**config.mk**
```make
export PLATFORM = sky130hd
export DESIGN_NAME = writeback_buffer
export DESIGN_NICKNAME = d
export VERILOG_FILES = /design/src/rtl/wb_pkg.sv /design/src/rtl/wb_fifo.sv /design/src/rtl/writeback_buffer.sv
export SDC_FILE = /design/constraint.sdc
export NUM_CORES = 1
export LEC_CHECK = 0
export ABC_AREA = 1
export CAP_MARGIN = 25
export CORE_MARGIN = 2
export CORE_UTILIZATION = 57
export CTS_BUF_LIST = sky130_fd_sc_hd__clkbuf_16
export DETAILED_ROUTE_END_ITERATION = 10
export GPL_TIMING_DRIVEN = 0
export PLACE_DENSITY = 0.92
export SLEW_MARGIN = 20
export SYNTH_ARGS = -nofsm -noshare
export SYNTH_HDL_FRONTEND = slang
export SYNTH_HIERARCHICAL = 1
export SYNTH_SLANG_ARGS = --single-unit
export TNS_END_PERCENT = 1
```
**constraint.sdc**
```tcl
create_clock -name clk -period 3.3 [get_ports clk]
set_input_delay 0.66 -clock clk [delete_from_list [all_inputs] [get_ports clk]]
set_output_delay 0.66 -clock clk [all_outputs]
set_load 0.01 [all_outputs]
```
**src/rtl/wb_pkg.sv**
```systemverilog
// Shared defaults and constants for the write-back buffer slice.
package wb_pkg;

    localparam int DATA_W_DEF = 16;
    localparam int ADDR_W_DEF = 3;
    localparam int DEPTH_DEF  = 4;

    // Occupancy counter needs one extra bit so that "full" and "empty" are distinct.
    function automatic int cnt_width(input int depth);
        return $clog2(depth) + 1;
    endfunction

    localparam int CNT_W_DEF = cnt_width(DEPTH_DEF);
    localparam int ZERO_REG  = 0;

endpackage

```
**src/rtl/wb_fifo.sv**
```systemverilog
// Generic DEPTH-entry FIFO with flush; exposes every slot so the parent can search it.
module wb_fifo #(
    parameter int W     = 19,
    parameter int DEPTH = 4
) (
    input  logic                           clk,
    input  logic                           reset,
    input  logic                           flush,
    input  logic                           push,
    input  logic                           pop,
    input  logic [W-1:0]                   wdata,
    output logic [$clog2(DEPTH):0]         count,
    output logic [$clog2(DEPTH)-1:0]       rd_ptr,
    output logic [W-1:0]                   head,
    output logic [DEPTH-1:0][W-1:0]        entries
);
    localparam int PTR_W = $clog2(DEPTH);
    localparam int CNT_W = PTR_W + 1;

    logic [DEPTH-1:0][W-1:0] r_mem;
    logic [PTR_W-1:0]        r_wr_ptr;
    logic [PTR_W-1:0]        r_rd_ptr;
    logic [CNT_W-1:0]        r_count;
    logic                    w_push;
    logic                    w_pop;

    // Flush wins over both sides; pop on empty and push on full are dropped here too.
    assign w_push = push && !flush && (r_count != CNT_W'(DEPTH));
    assign w_pop  = pop  && !flush && (r_count != '0);

    always_ff @(posedge clk or negedge reset) begin
        if (!reset) begin
            r_wr_ptr <= '0;
            r_rd_ptr <= '0;
            r_count  <= '0;
        end else if (flush) begin
            r_wr_ptr <= '0;
            r_rd_ptr <= '0;
            r_count  <= '0;
        end else begin
            if (w_push) r_wr_ptr <= r_wr_ptr + 1'b1;
            if (w_pop)  r_rd_ptr <= r_rd_ptr + 1'b1;
            r_count <= r_count + CNT_W'(w_push) - CNT_W'(w_pop);
        end
    end

    always_ff @(posedge clk) begin
        if (w_push) r_mem[r_wr_ptr] <= wdata;
    end

    assign count   = r_count;
    assign rd_ptr  = r_rd_ptr;
    assign head    = r_mem[r_rd_ptr];
    assign entries = r_mem;

endmodule

```
**src/rtl/writeback_buffer.sv**
```systemverilog
// Write-back stage: result select, register-write queue toward the register file,
// and a youngest-match forwarding lookup over the queued writes.
module writeback_buffer
    import wb_pkg::*;
#(
    parameter int DATA_W = DATA_W_DEF,
    parameter int ADDR_W = ADDR_W_DEF,
    parameter int DEPTH  = DEPTH_DEF
) (
    input  logic                     clk,
    input  logic                     reset,
    input  logic                     flush,
    input  logic                     in_valid,
    output logic                     in_ready,
    input  logic [DATA_W-1:0]        in_ans_alu,
    input  logic [DATA_W-1:0]        in_ans_dm,
    input  logic                     in_mem_sel,
    input  logic [ADDR_W-1:0]        in_rd,
    input  logic                     in_we,
    output logic                     rf_we,
    output logic [ADDR_W-1:0]        rf_addr,
    output logic [DATA_W-1:0]        rf_wdata,
    input  logic                     rf_ready,
    input  logic [ADDR_W-1:0]        fwd_addr,
    output logic                     fwd_hit,
    output logic [DATA_W-1:0]        fwd_data,
    output logic [$clog2(DEPTH):0]   count
);
    localparam int PTR_W = $clog2(DEPTH);
    localparam int CNT_W = PTR_W + 1;
    localparam int ENT_W = ADDR_W + DATA_W;

    logic [CNT_W-1:0]            w_count;
    logic [PTR_W-1:0]            w_rd_ptr;
    logic [ENT_W-1:0]            w_head;
    logic [DEPTH-1:0][ENT_W-1:0] w_entries;
    logic [DATA_W-1:0]           w_result;
    logic                        w_nonempty;
    logic                        w_store;
    logic                        w_pop;
    logic [PTR_W-1:0]            w_idx;
    logic                        w_fwd_hit;
    logic [DATA_W-1:0]           w_fwd_data;

    assign in_ready   = (w_count != CNT_W'(DEPTH)) && !flush;
    assign w_nonempty = (w_count != '0);
    assign w_result   = in_mem_sel ? in_ans_dm : in_ans_alu;

    // Writes to the zero register or non-writing instructions complete the handshake only.
    assign w_store = in_valid && in_ready && in_we && (in_rd != ADDR_W'(ZERO_REG));
    assign w_pop   = w_nonempty && rf_ready;

    wb_fifo #(
        .W     (ENT_W),
        .DEPTH (DEPTH)
    ) u_fifo (
        .clk     (clk),
        .reset   (reset),
        .flush   (flush),
        .push    (w_store),
        .pop     (w_pop),
        .wdata   ({in_rd, w_result}),
        .count   (w_count),
        .rd_ptr  (w_rd_ptr),
        .head    (w_head),
        .entries (w_entries)
    );

    assign rf_we    = w_nonempty;
    assign rf_addr  = w_nonempty ? w_head[DATA_W +: ADDR_W] : '0;
    assign rf_wdata = w_nonempty ? w_head[DATA_W-1:0]       : '0;
    assign count    = w_count;

    // Walk from oldest to youngest so the last match seen is the youngest one.
    always_comb begin
        w_fwd_hit  = 1'b0;
        w_fwd_data = '0;
        w_idx      = '0;
        for (int a = 0; a < DEPTH; a++) begin
            w_idx = w_rd_ptr + PTR_W'(a);
            if ((CNT_W'(a) < w_count) &&
                (fwd_addr != ADDR_W'(ZERO_REG)) &&
                (w_entries[w_idx][DATA_W +: ADDR_W] == fwd_addr)) begin
                w_fwd_hit  = 1'b1;
                w_fwd_data = w_entries[w_idx][DATA_W-1:0];
            end
        end
    end

    assign fwd_hit  = w_fwd_hit;
    assign fwd_data = w_fwd_data;

endmodule

```
==> flow_summary.json, run 1 <==
{
  "criticalPathCategory": "flip-flop to output port",
  "place_inst": 1205,
  "peakVddDrop_uv": 554,
  "ys_seq_area_frac": 0.372,
  "portBuffers": 84,
  "final.period_utilization": 0.961,
  "ctsHoldBuffers": 0,
  "yosys_warnings": 6,
  "firstDrtPassIters": 6,
  "syn_nets": 1026,
  "max_slew_margin": 0.553,
  "ys_ff_latch": 83,
  "finalHoldViolCount": 0,
  "rows": 39,
  "holdWs_ps": 579,
  "r2r_cells": 17,
  "setup_viol": 0,
  "drc": 0,
  "drt_wl_total_um": 20300,
  "status": "finished clean",
  "netlist-cell-type-count": 31,
  "fin_crit_ps": 3170,
  "vias_per_cell": 5.74,
  "maxCapViolations": 0,
  "io_pins": 86,
  "avgRoutedWirePerCell_um": 16.3,
  "drv_slew": 0,
  "fillCellCount": 863,
  "worstMarginPinSlew_ps": 670,
  "die_w_um": 112,
  "dp_hpwl_um": 15000,
  "required_ps": 2640,
  "end_kind": "output port",
  "hold_class": "primary input to async pin",
  "overflow": 0,
  "area_growth_syn_to_layout_pct": 24.3,
  "clk_path_buf_depth": 2,
  "clkSinkCount": 83,
  "grt_use_total": 0.318,
  "clk_latency_ps": 340,
  "coreArea_um2": 11400,
  "cts_tree": "yes",
  "max_freq_mhz": 315,
  "crit_fanout": 10,
  "fin_worst_skew_ps": 4.58,
  "grt_pass1_vias": 6581,
  "cts-htree-levels": 3,
  "drive_gt1_frac": 0.126,
  "drt_iter0_drc": 992,
  "placed_area_um2": 7680,
  "die_height_um": 112,
  "drt.antenna.violating_nets": 0,
  "p_leak_nw": 3.75,
  "cts_made_buffers": 9,
  "grt_antenna_before_repair": 0,
  "initial_core_util": 0.580,
  "vias": 7123,
  "powerDensity_nw_per_um2": 288,
  "fin_area_um2": 8210,
  "place.gp.congestion": 0.938,
  "fin_cells": 1242,
  "diodes": 0,
  "clockRootBuffer": "clkbuf_16",
  "rsz0062_at_grt": "yes",
  "arrival_ps": 2510,
  "start_kind": "flip-flop",
  "syn_area_um2": 6600,
  "grt_pass1_wl_um": 31900,
  "die_area_um2": 12500,
  "final_nets": 1146,
  "synthCells": 974,
  "clk_pin_slew_ps": 60,
  "synth_area_per_cell_um2": 6.78,
  "grt_max_degree": 15
}
-- layout make-up --
type	instances	area, um^2	share of cell area
inverter	114	433	0.0528
clock buffer	9	225	0.0274
timing repair buffer	110	1050	0.128
clock inverter	7	68.8	0.00839
multi-input combinational	719	3430	0.418
buffer	57	364	0.0444
tap	143	179	0.0218
sequential	83	2460	0.300
-- cell families after synthesis --
family / share of synthesized area
flip-flops: 0.372
multiplexers: 0.0303
adder cells (fa/ha/maj): 0.0144
AO/OA/AOI/OAI: 0.163
buffers and inverters: 0.115
AND/OR/NAND/NOR: 0.305
-- report_power, final --
group | internal, mW | switching, mW | total (mW) | leakage [nW]
Sequential | 1.16 | 0.00713 | 1.17 | 0.778
Clock | 0.582 | 0.385 | 0.967 | 0.141
Combinational | 0.111 | 0.115 | 0.226 | 2.83
-- metal layers --
metal	GRT usage	vias up	wire length, um
met5	0	-	0
met3	0.0408	62	2100
met2	0.524	522	9400
li1	-	3388	-
met1	0.429	3151	8210
met4	0.130	0	579
-- path summary, 6_finish.rpt --
check	startpoint	to	slack [ps]
max	u_fifo/rd_ptr[0]$_DFFE_PN0P_	fwd_data[11]	130
min	reset	u_fifo/count[1]$_DFF_PN0_	580
max reg2reg	u_fifo/count[1]$_DFF_PN0_	u_fifo/count[2]$_DFF_PN0_	240
min reg2reg	u_fifo/r_wr_ptr[0]$_DFFE_PN0P_	u_fifo/r_wr_ptr[0]$_DFFE_PN0P_	590
max in group asynchronous	reset	u_fifo/rd_ptr[1]$_DFFE_PN0P_	2460
min in group clk	u_fifo/r_wr_ptr[0]$_DFFE_PN0P_	u_fifo/r_wr_ptr[0]$_DFFE_PN0P_	590
-- state kept, by name, summed over array words and instances (netlist names) --
register         cells
u_fifo/count         3
u_fifo/entries      76
u_fifo/r_wr_ptr      2
u_fifo/rd_ptr        2
-- cell usage after synthesis --
cell type         n  area, um^2
or2_2             1        6.26
nand4_1           2        12.5
nor2_1           98         368
buf_6             6        67.6
nor2_8            1        20.0
nand2_1         309        1160
fa_1              1        20.0
inv_2             4        15.0
o21ai_1          59         295
edfxtp_1         76        2280
o21ai_0         131         656
nand3b_1         15         113
nor2_2            1        6.26
nor2_4            3        33.8
ha_1              6        75.1
buf_1             2        7.51
buf_4             6        45.0
dlymetal6s2s_1    1        12.5
dfrtp_1           7         175
nand3_1          51         255
buf_8             1        15.0
mux2i_1           2        20.0
a21oi_1           6        30.0
clkinv_1          1        3.75
nand2_2           5        31.3
clkbuf_1         21        78.8
o21ai_2          11        96.3
nor3_1            1        5.00
buf_2            21         105
inv_1           109         409
mux2_2           16         180
-- through the flow --
stage          total power [mW]   util  setup TNS [ps]  worst slack (ps)
2_1_floorplan              1.29      -               0               650
5_1_grt                    2.44  0.722           -69.8             -29.7
3_3_place_gp               1.39  0.670          -34300              -478
3_5_place_dp               1.40  0.676           -7440              -470
6_report                   2.36  0.722               0               130
4_1_cts                    2.37  0.710            -139             -34.2
-- worst max-delay path, cell delays in order, from the launching register on --
cell and delay (ps):
dfrtp_2 450, inv_2 80, buf_6 130, buf_6 140, nand2_1 80, nand3_1 80
nand2_1 70, nand2_1 60, nand2_1 60, nor2_2 160, nand2_2 120, buf_4 190
o21ai_0 140, inv_1 60, nand2_1 60, nand2_1 40, dlygate4sd2_1 270
-- layout by cell type, fill, tap and decap left out, types with 2 or more instances in the layout --
cell type,count
dlygate4sd2_1,17
o21ai_2,11
clkinv_2,3
inv_1,107
nand3b_1,15
nor2_4,3
clkdlybuf4s50_1,64
clkinvlp_4,2
buf_4,31
mux2_2,16
buf_1,2
clkbuf_16,9
nand2_4,2
nand4_1,2
clkbuf_1,16
buf_2,11
o21ai_1,67
buf_8,3
dfrtp_1,5
nand2_2,6
ha_1,6
nand2_1,306
nand3_1,50
nor2_1,92
clkbuf_2,5
clkbuf_4,4
edfxtp_1,76
inv_4,2
o21ai_0,123
inv_2,5
a21oi_1,6
dfrtp_2,2
nor2_2,7
mux2i_1,2
buf_6,11
-- timing repair --
action	CTS	global route
hold endpoints to repair	0	0
pin swaps	2	6
gates resized for setup	40	33
endpoints found under the setup margin	17	18
buffers inserted	10	12
Note: power is estimated with default switching activity, not from simulation.
==> run 2, diff against run 1 <==
--- a/config.mk
+++ b/config.mk
@@ -8,11 +8,12 @@
 export ABC_AREA = 1
 export CAP_MARGIN = 25
 export CORE_MARGIN = 2
-export CORE_UTILIZATION = 57
+export CORE_UTILIZATION = 51
 export CTS_BUF_LIST = sky130_fd_sc_hd__clkbuf_16
+export CTS_CLUSTER_SIZE = 8
 export DETAILED_ROUTE_END_ITERATION = 10
 export GPL_TIMING_DRIVEN = 0
-export PLACE_DENSITY = 0.92
+export PLACE_DENSITY = 0.78
 export SLEW_MARGIN = 20
 export SYNTH_ARGS = -nofsm -noshare
 export SYNTH_HDL_FRONTEND = slang
==> constraint.sdc (replaced) <==
create_clock -name clk -period 2.54 [get_ports clk]
set_input_delay 0.508 -clock clk [delete_from_list [all_inputs] [get_ports clk]]
set_output_delay 0.508 -clock clk [all_outputs]
set_load 0.01 [all_outputs]
==> run 2 against run 1 <==
Against the previous run: clock-buffer cell count unchanged; total power increased by 30%; hold slack got worse by 150 ps; first-iteration DRC count is 16% lower; largest power group unchanged; largest cell class unchanged; via count up 0.97%; clock power increased by 28%; non-clock buffer count up 14; the run now ends with negative setup slack left; sequential share of layout area decreased by 1.5 points; cell count increased by 3.7%; register-to-register slack lost 260 ps.
==> flow_summary.json, run 2 (synthesis results as in run 1) <==
{
  "status": "finished with violations",
  "violations": "negative setup slack",
  "holdWs_ps": 432,
  "r2r_slack_ps": -20,
  "grt_max_degree": 15,
  "clk_path_buf_depth": 2,
  "cts_tree": "yes",
  "fin_util": 0.686,
  "place_ws_ps": -934,
  "final_nets": 1163,
  "portBuffers": 84,
  "io_pins": 86,
  "place.gp.congestion": 0.923,
  "fin_worst_skew_ps": 5.78,
  "drt_iter0_drc": 833,
  "setup_tns_ps": -4320,
  "initial_core_util": 0.523,
  "max_freq_mhz": 354,
  "r2r_cells": 17,
  "drive_gt1_frac": 0.220,
  "criticalPathCategory": "flip-flop to output port",
  "vias": 7192,
  "maxCapViolations": 0,
  "r2r_start": "u_fifo/count[2]$_DFF_PN0_",
  "drt.antenna.violating_nets": 0,
  "grt_use_total": 0.296,
  "vias_per_cell": 5.58,
  "max_slew_margin": 0.599,
  "powerDensity_nw_per_um2": 353,
  "coreArea_um2": 12600,
  "mostFrequentLayoutCell": "nand2_1",
  "rsz0062_at_grt": "yes",
  "avgRoutedWirePerCell_um": 16.4,
  "fin_crit_ps": 2830,
  "final_cell_mix": "nand2_1 (281), inv_1 (109), o21ai_0 (108)",
  "clk_latency_ps": 330,
  "placed_area_um2": 7720,
  "diodes": 0,
  "place_inst": 1234,
  "largest_reg_flops": 76,
  "firstDrtPassIters": 6,
  "p_leak_nw": 3.99,
  "rows": 41,
  "die_area_um2": 13900,
  "setup_slack_ps": -286,
  "peakVddDrop_uv": 491,
  "grt_antenna_before_repair": 0,
  "required_ps": 2030,
  "worstMarginPinSlew_ps": 601,
  "clk_pin_slew_ps": 60,
  "finalPower_mw": 3.06,
  "drc": 0,
  "clkSinkCount": 83,
  "cts_made_buffers": 9,
  "grt_pass1_wl_um": 32700,
  "die_height_um": 118,
  "clockRootBuffer": "clkbuf_16",
  "finalHoldViolCount": 0,
  "start_kind": "flip-flop",
  "arrival_ps": 2320,
  "die_w_um": 118,
  "fin_area_um2": 8660,
  "grt_pass1_vias": 6511,
  "area_growth_syn_to_layout_pct": 31.3,
  "overflow": 0,
  "final.period_utilization": 1.11,
  "end_kind": "output port",
  "hold_class": "primary input to async pin",
  "setup_viol": 20,
  "crit_fanout": 7,
  "drv_slew": 0,
  "cts-htree-levels": 3,
  "dp_hpwl_um": 15100,
  "drt_wl_total_um": 21100,
  "fin_cells": 1288,
  "rr_endpoint": "u_fifo/count[2]$_DFF_PN0_"
}
run 2: cell types whose count changed in the layout (fill, tap and decap cells not counted), sizes merged, moves of 2 or more:
cell,delta
buf,+30
clkdlybuf4s50,-17
clkbuf,+5
dlygate4sd2,-5
nor2,+2
run 2: timing repair:
action | in CTS | in global routing
pin swaps | 24 | 20
resized for setup | 199 | 86
hold endpoints to repair | 0 | 0
hold buffers | 0 | 0
setup buffers | 28 | 3
gates cloned | 8 | 1
endpoints found under the setup margin | 58 | 40
run 2: final cells by class:
class,count,area (um^2)
well taps,172,215
clock buffers,9,225
inverters,114,434
fillers,1062,3960
plain buffers,58,450
flip-flops and latches,83,2460
repair buffers,123,1090
clock inverters,7,61.3
multi-input cells,722,3720
run 2: worst max path at each step:
| stage | end | slack (ps) | cells after the start | from |
|---|---|---|---|---|
| after floorplan | u_fifo/entries[0]$_DFFE_PP_ | -30 | 8 | u_fifo/count[1]$_DFF_PN0_ |
| after global placement | u_fifo/entries[67]$_DFFE_PP_ | -1100 | 8 | flush |
| after detailed placement | fwd_data[7] | -930 | 13 | fwd_addr[1] |
| after CTS | fwd_data[14] | -260 | 14 | u_fifo/rd_ptr[0]$_DFFE_PN0P_ |
| after global routing | fwd_data[15] | -410 | 13 | u_fifo/rd_ptr[0]$_DFFE_PN0P_ |
| final | fwd_data[14] | -290 | 15 | u_fifo/rd_ptr[0]$_DFFE_PN0P_ |
run 2: worst max-delay path, stage by stage, from the launching register on:
cell and delay [ps]:
dfrtp_2 450, inv_2 70, buf_6 120, buf_6 120, nand2_2 50, nand2_2 90
nand2_2 70, nand2_4 80, nor2_4 50, nor2_4 220, nand2_4 110, buf_6 150
nand2_2 50, nand3_2 60, a21oi_2 140, buf_2 150
run 2: layer usage:
metal,global-route usage,vias to the layer above,part of all wire
li1,-,3433,-
met1,0.408,3249,0.42
met2,0.469,444,0.46
met3,0.0325,66,0.091
met4,0.136,0,0.032
met5,0,-,0
run 2: power breakdown:
group	switching (mW)	internal (mW)	total, mW
clock network	0.491	0.748	1.24
logic	0.157	0.147	0.304
registers	0.00910	1.51	1.52
